===== src/rtl/ptr_sync_pkg.sv =====
// ----------------------------------------------------------------------------
// ptr_sync_pkg
//
// Purpose : shared constants and helper functions for the Gray pointer
//           synchroniser (ptr_sync) and its flop chain (sync_chain).
//
// Contents:
//   MIN_SYNC_STAGES / MAX_SYNC_STAGES : legal synchroniser depth range.
//   MAX_PTR_WIDTH                     : widest pointer the helpers handle.
//   gray2bin()                        : Gray to binary conversion.
//   multi_bit_change()                : 1 when a XOR difference has >1 bit set.
// ----------------------------------------------------------------------------
package ptr_sync_pkg;

    localparam int unsigned MIN_SYNC_STAGES = 2;
    localparam int unsigned MAX_SYNC_STAGES = 4;
    localparam int unsigned MAX_PTR_WIDTH   = 32;

    // Callers zero-extend their pointer to MAX_PTR_WIDTH. The leading zeros
    // propagate through the MSB-first XOR recurrence unchanged, so the low
    // ADDR_WIDTH+1 bits of the result are the conversion of the real pointer.
    function automatic logic [MAX_PTR_WIDTH-1:0] gray2bin(
        input logic [MAX_PTR_WIDTH-1:0] gray
    );
        logic [MAX_PTR_WIDTH-1:0] bin;
        bin = '0;
        bin[MAX_PTR_WIDTH-1] = gray[MAX_PTR_WIDTH-1];
        for (int unsigned k = 1; k < MAX_PTR_WIDTH; k++) begin
            bin[MAX_PTR_WIDTH-1-k] = bin[MAX_PTR_WIDTH-k] ^ gray[MAX_PTR_WIDTH-1-k];
        end
        return bin;
    endfunction

    // Clearing the lowest set bit leaves something only if two or more
    // bits were set.
    function automatic logic multi_bit_change(
        input logic [MAX_PTR_WIDTH-1:0] diff
    );
        return (diff & (diff - 1'b1)) != '0;
    endfunction

endpackage : ptr_sync_pkg


===== src/rtl/sync_chain.sv =====
// ----------------------------------------------------------------------------
// sync_chain
//
// Purpose : plain N-stage flop chain for bringing asynchronous signals into
//           the i_clk domain. No logic before the first stage, all stages
//           reset to zero. Usable for buses of Gray code or single-bit
//           control signals.
//
// Parameters:
//   WIDTH  : data width.
//   STAGES : number of flops in the chain (>= 1).
//
// Ports:
//   i_clk   in   destination clock
//   i_rst_n in   asynchronous active-low reset
//   i_d     in   asynchronous data [WIDTH-1:0]
//   o_q     out  last chain stage  [WIDTH-1:0]
// ----------------------------------------------------------------------------
module sync_chain #(
    parameter int unsigned WIDTH  = 1,
    parameter int unsigned STAGES = 2
) (
    input  logic             i_clk,
    input  logic             i_rst_n,
    input  logic [WIDTH-1:0] i_d,
    output logic [WIDTH-1:0] o_q
);

    if (STAGES < 1) begin : g_bad_stages
        $error("sync_chain: STAGES must be at least 1");
    end

    logic [WIDTH-1:0] r_stage [STAGES];

    always_ff @(posedge i_clk or negedge i_rst_n) begin
        if (!i_rst_n) begin
            for (int unsigned i = 0; i < STAGES; i++) begin
                r_stage[i] <= '0;
            end
        end else begin
            r_stage[0] <= i_d;
            for (int unsigned i = 1; i < STAGES; i++) begin
                r_stage[i] <= r_stage[i-1];
            end
        end
    end

    assign o_q = r_stage[STAGES-1];

endmodule : sync_chain


===== src/rtl/ptr_sync.sv =====
// ----------------------------------------------------------------------------
// ptr_sync
//
// Purpose : brings a Gray-coded FIFO pointer from a foreign clock domain into
//           sync_clk through SYNC_STAGES flops, then provides a registered
//           binary copy, a change strobe and the binary advance since the
//           previous sample, for direct use by full/empty and level logic.
//
// Parameters:
//   ADDR_WIDTH  : FIFO address width; pointers are ADDR_WIDTH+1 bits.
//   SYNC_STAGES : synchroniser depth, 2..4 (other values fail elaboration).
//
// Ports:
//   sync_clk   in   destination-domain clock
//   rst_n      in   asynchronous active-low reset
//   ori_ptr    in   Gray pointer from the source domain (asynchronous)
//   clr_err    in   synchronous clear of gray_err
//   sync_ptr   out  synchronised Gray pointer (last chain stage)
//   sync_bin   out  registered binary equivalent of sync_ptr
//   ptr_chg    out  one-cycle pulse with sync_bin when the sample changed
//   ptr_delta  out  registered binary advance, modulo 2^(ADDR_WIDTH+1)
//   gray_err   out  sticky: consecutive samples differed in more than one bit
//
// Build option:
//   PTR_SYNC_GRAY_CHK_EN : when defined, builds the Gray-step checker driving
//                          gray_err. When undefined, gray_err is tied low and
//                          clr_err is ignored.
// ----------------------------------------------------------------------------
module ptr_sync
    import ptr_sync_pkg::*;
#(
    parameter int unsigned ADDR_WIDTH  = 10,
    parameter int unsigned SYNC_STAGES = 2
) (
    input  logic                sync_clk,
    input  logic                rst_n,
    input  logic [ADDR_WIDTH:0] ori_ptr,
    input  logic                clr_err,
    output logic [ADDR_WIDTH:0] sync_ptr,
    output logic [ADDR_WIDTH:0] sync_bin,
    output logic                ptr_chg,
    output logic [ADDR_WIDTH:0] ptr_delta,
    output logic                gray_err
);

    localparam int unsigned PTR_W = ADDR_WIDTH + 1;

    if (SYNC_STAGES < MIN_SYNC_STAGES || SYNC_STAGES > MAX_SYNC_STAGES) begin : g_bad_stages
        $error("ptr_sync: SYNC_STAGES must be in the range 2..4");
    end

    if (PTR_W > MAX_PTR_WIDTH) begin : g_bad_width
        $error("ptr_sync: ADDR_WIDTH+1 exceeds MAX_PTR_WIDTH");
    end

    logic [PTR_W-1:0] w_sync_gray;
    logic [PTR_W-1:0] w_bin_next;
    logic [PTR_W-1:0] w_gray_diff;

    logic [PTR_W-1:0] r_prev_gray;
    logic [PTR_W-1:0] r_sync_bin;
    logic [PTR_W-1:0] r_delta;
    logic             r_chg;

    sync_chain #(
        .WIDTH  (PTR_W),
        .STAGES (SYNC_STAGES)
    ) u_chain (
        .i_clk   (sync_clk),
        .i_rst_n (rst_n),
        .i_d     (ori_ptr),
        .o_q     (w_sync_gray)
    );

    assign w_bin_next  = PTR_W'(gray2bin(MAX_PTR_WIDTH'(w_sync_gray)));
    assign w_gray_diff = w_sync_gray ^ r_prev_gray;

    // r_sync_bin doubles as the previous binary sample, so the subtraction
    // below is new minus previous; truncation handles pointer wrap.
    always_ff @(posedge sync_clk or negedge rst_n) begin
        if (!rst_n) begin
            r_prev_gray <= '0;
            r_sync_bin  <= '0;
            r_delta     <= '0;
            r_chg       <= 1'b0;
        end else begin
            r_prev_gray <= w_sync_gray;
            r_sync_bin  <= w_bin_next;
            r_delta     <= w_bin_next - r_sync_bin;
            r_chg       <= (w_gray_diff != '0);
        end
    end

`ifdef PTR_SYNC_GRAY_CHK_EN
    logic r_gray_err;

    // A fresh illegal step takes priority over a clear in the same cycle.
    always_ff @(posedge sync_clk or negedge rst_n) begin
        if (!rst_n) begin
            r_gray_err <= 1'b0;
        end else if (multi_bit_change(MAX_PTR_WIDTH'(w_gray_diff))) begin
            r_gray_err <= 1'b1;
        end else if (clr_err) begin
            r_gray_err <= 1'b0;
        end
    end

    assign gray_err = r_gray_err;
`else
    logic w_clr_err_unused;

    assign w_clr_err_unused = clr_err;
    assign gray_err         = 1'b0;
`endif

    assign sync_ptr  = w_sync_gray;
    assign sync_bin  = r_sync_bin;
    assign ptr_chg   = r_chg;
    assign ptr_delta = r_delta;

endmodule : ptr_sync


===== config.mk =====
export PLATFORM = sky130hd
export DESIGN_NAME = ptr_sync
export DESIGN_NICKNAME = d
export VERILOG_FILES = /design/src/rtl/ptr_sync_pkg.sv /design/src/rtl/sync_chain.sv /design/src/rtl/ptr_sync.sv
export SDC_FILE = /design/constraint.sdc
export NUM_CORES = 1
export LEC_CHECK = 0
export CAP_MARGIN = 20
export CORE_MARGIN = 2
export CORE_UTILIZATION = 45
export DETAILED_ROUTE_END_ITERATION = 16
export HOLD_SLACK_MARGIN = 0.06
export PLACE_DENSITY = 0.84
export SYNTH_ARGS = -nofsm -noshare
export SYNTH_HDL_FRONTEND = slang
export SYNTH_SLANG_ARGS = --single-unit

===== constraint.sdc =====
create_clock -name sync_clk -period 3.45 [get_ports sync_clk]
set_input_delay 0.345 -clock sync_clk [delete_from_list [all_inputs] [get_ports sync_clk]]
set_output_delay 0.345 -clock sync_clk [all_outputs]
set_load 0.1 [all_outputs]

==> reports/summary.txt <==
Period minus WS final: 3.32 ns
CTS Sinks: 55
Drt total wl: 3520 µm
Port Buffers: 46
Hold Crit Class: register to register
Period utilization: 0.961
Via density: 4.66
Filler cells: 416
Worst setup EP type: register
Nets@finish: 249
Slowest stage cell, crit path: dfrtp_2
Worst-path fanout max: 4
Largest net degree at the start of global routing: 30
Worst EP required: 3.67 ns
Antenna Cells: 0
Final Instance Area: 0.00300 mm²
Number of global-route vias before repair: 1347
CP cell instances: xor2_2 > xnor2_2 > xor2_4 > xor2_4 > xor2_2 > ha_1 > fa_1 > nor2b_1 > o21ai_0 > a21boi_1 > o2111ai_2 > a211o_1 > o211ai_1
RSZ-0062 raised after global routing: yes
Mapped Nets: 198
Clock transition at path regs: 0.09 ns
Post-DP HPWL: 2710 µm
Vias: 1374
Die Area: 0.00570 mm²
Normalized max-slew margin: 0.327
H-tree depth: 2
Pre-CTS setup slack: -0.0437 ns
Fin. max-slew vios: 0
Clock tree root buffer cell: clkbuf_8
First-pass GRT wire length: 5800 µm
Hold Fails Final Rpt: 0
Max cap viols: 0
Worst setup margin: 0.133 ns
Initial core utilization: 0.460
Max Clock Skew: 0.00227 ns
Max Freq: 302 MHz
Initial antenna violation count: 0
Cell variety after synth: 36
Remaining DRCs: 0
Inserted Clock Buffers: 5
Family with the most delay on the worst path: XOR/XNOR gates
Final antenna-violating net count: 0
Final setup vio count: 0
First drt pass iteration count: 4
Cell count after synthesis: 173
Total I/O pin count: 49
Sequential fraction of the synthesis area: 0.598
Synth-to-Final Area Change: 30.2%
Fin Setup TNS: 0 ns
Die H: 75.5 µm
Status: complete, no violations
Remaining global-route overflow: 0
CTS Buffer Depth: 2
Aggregate global-route resource usage: 0.141
CP bufs+invs: 0
Critical Path AT: 3.54 ns
Worst slew pin tran: 1.01 ns
Mapped Avg Cell Area: 13.3 µm²
CP Class: register to register
Yosys reg bits: 55
Wire length per cell: 11.9 µm
Setup crit start kind: register
Post-synthesis cell area: 0.00230 mm²
YS warnings: 0
CTS tree: built
Share of cells above drive strength 1: 0.138
Placeable Area: 0.00501 mm²
Die Wd: 75.5 µm
Skew-Pair Late Insertion Delay: 0.30 ns
Initial drt markers: 16
Hold_ws: 0.354 ns
Standard-cell rows: 26
GPL Wtd Cong: 0.721
Placed cell area: 0.00279 mm²
CP max stage delay: 0.45 ns
-- worst register-to-register path: cells and delay by family (launching register included) --
family / cells / cell delay (ns)
simple gates: 1 / 0.13
flops: 1 / 0.45
xor+xnor: 5 / 1.05
compound gates: 5 / 0.94
fa+ha+maj: 2 / 0.66
-- layer usage --
layer  track usage  routed length, µm  vias up  part of all wire
met5             0                  0        -                 0
met3        0.0556                266        7             0.076
met2         0.242               1850       44              0.53
met4        0.0585                 50        0             0.014
li1              -                  -      646                 -
met1         0.157               1360      677              0.38
-- what timing repair did --
action | in CTS | in global routing
gates cloned | 0 | 0
hold buffers | 1 | 0
buffers inserted | 2 | 2
resized for setup | 3 | 6
setup endpoints to repair | 2 | 3
pin swaps | 4 | 4
endpoints found under the hold margin | 26 | 0
-- registers in the layout, indices dropped and copies added, names as in the netlist --
signal	count
ptr_chg	1
u_chain.r_stage	11
r_prev_gray	11
ptr_delta	11
sync_bin	10
u_chain.o_q	11
-- kinds of logic (layout without fill, tap and decap cells) --
| logic type | count (synthesis) | count (layout) | synth area share |
|---|---|---|---|
| adders and majority gates | 11 | 11 | 0.0630 |
| and+or+nand+nor | 26 | 26 | 0.0549 |
| xor gates and xnor gates | 30 | 30 | 0.148 |
| AOI/OAI and AO/OA | 18 | 18 | 0.0582 |
| other | 1 | 1 | 0.00163 |
| DFF | 55 | 55 | 0.598 |
| buffers and inverters | 31 | 83 | 0.0717 |
| muxes | 1 | 1 | 0.00435 |
-- through the flow --
stage,utilization,cells
final,0.598,295
after global routing,0.598,295
after CTS,0.593,293
after detailed placement,0.557,282
after global placement,0.557,282
after floorplan,-,173
-- final timing paths --
check                               startpoint              to  slack, ns  cells past startpoint
hold / removal             u_chain.r_stage[19]  u_chain.o_q[8]       0.35                      0
hold reg to reg            u_chain.r_stage[19]  u_chain.o_q[8]       0.35                      0
setup reg to reg                u_chain.o_q[6]   ptr_delta[10]       0.13                     13
min in group asynchronous                rst_n    ptr_delta[1]       0.58                      2
max in group asynchronous                rst_n  u_chain.o_q[6]       2.09                      3
setup / recovery                u_chain.o_q[6]   ptr_delta[10]       0.13                     13
-- final cells by class --
class | instances | area (µm²) | area share
clock buffers | 6 | 72.6 | 0.0242
clock inverters | 2 | 60.1 | 0.0200
inverters | 18 | 67.6 | 0.0225
multi-input cells | 87 | 790 | 0.263
flip-flops and latches | 55 | 1380 | 0.460
well taps | 70 | 87.6 | 0.0292
repair buffers | 57 | 541 | 0.180
-- cell usage in the layout (no fill, tap or decap), types with 3 or more instances in the layout --
cell              n
nor2b_1           3
buf_4            10
xnor2_1           8
dfrtp_2           3
nand2_1           4
inv_1            17
ha_1             10
clkdlybuf4s50_1  45
nor2_1            9
clkbuf_8          5
xor2_1           15
dfrtp_1          52
xor2_4            3
-- synthesized netlist by cell type, drive strengths merged --
cell type | n | area, µm²
o21ai | 2 | 10.0
nor3 | 2 | 10.0
inv | 18 | 67.6
nor2 | 9 | 33.8
ha | 10 | 125
a2111o | 1 | 11.3
nand3 | 2 | 10.0
dfrtp | 55 | 1380
o311a | 1 | 10.0
o21a | 2 | 15.0
xor2 | 20 | 228
nand2b | 1 | 6.26
nor4 | 2 | 12.5
conb | 1 | 3.75
or3 | 1 | 6.26
o211ai | 1 | 7.51
nand3b | 1 | 7.51
nand2 | 4 | 15.0
fa | 1 | 20.0
a211oi | 1 | 7.51
mux2i | 1 | 10.0
a21o | 1 | 7.51
a21oi | 3 | 15.0
o311ai | 1 | 8.76
and3 | 1 | 6.26
buf | 13 | 97.6
a21boi | 2 | 15.0
nor2b | 3 | 18.8
xnor2 | 10 | 114
o2111ai | 2 | 17.5
a211o | 1 | 8.76
Power is not shown: default switching activity piles up to over one toggle a cycle in this logic, so the estimate is an artifact.
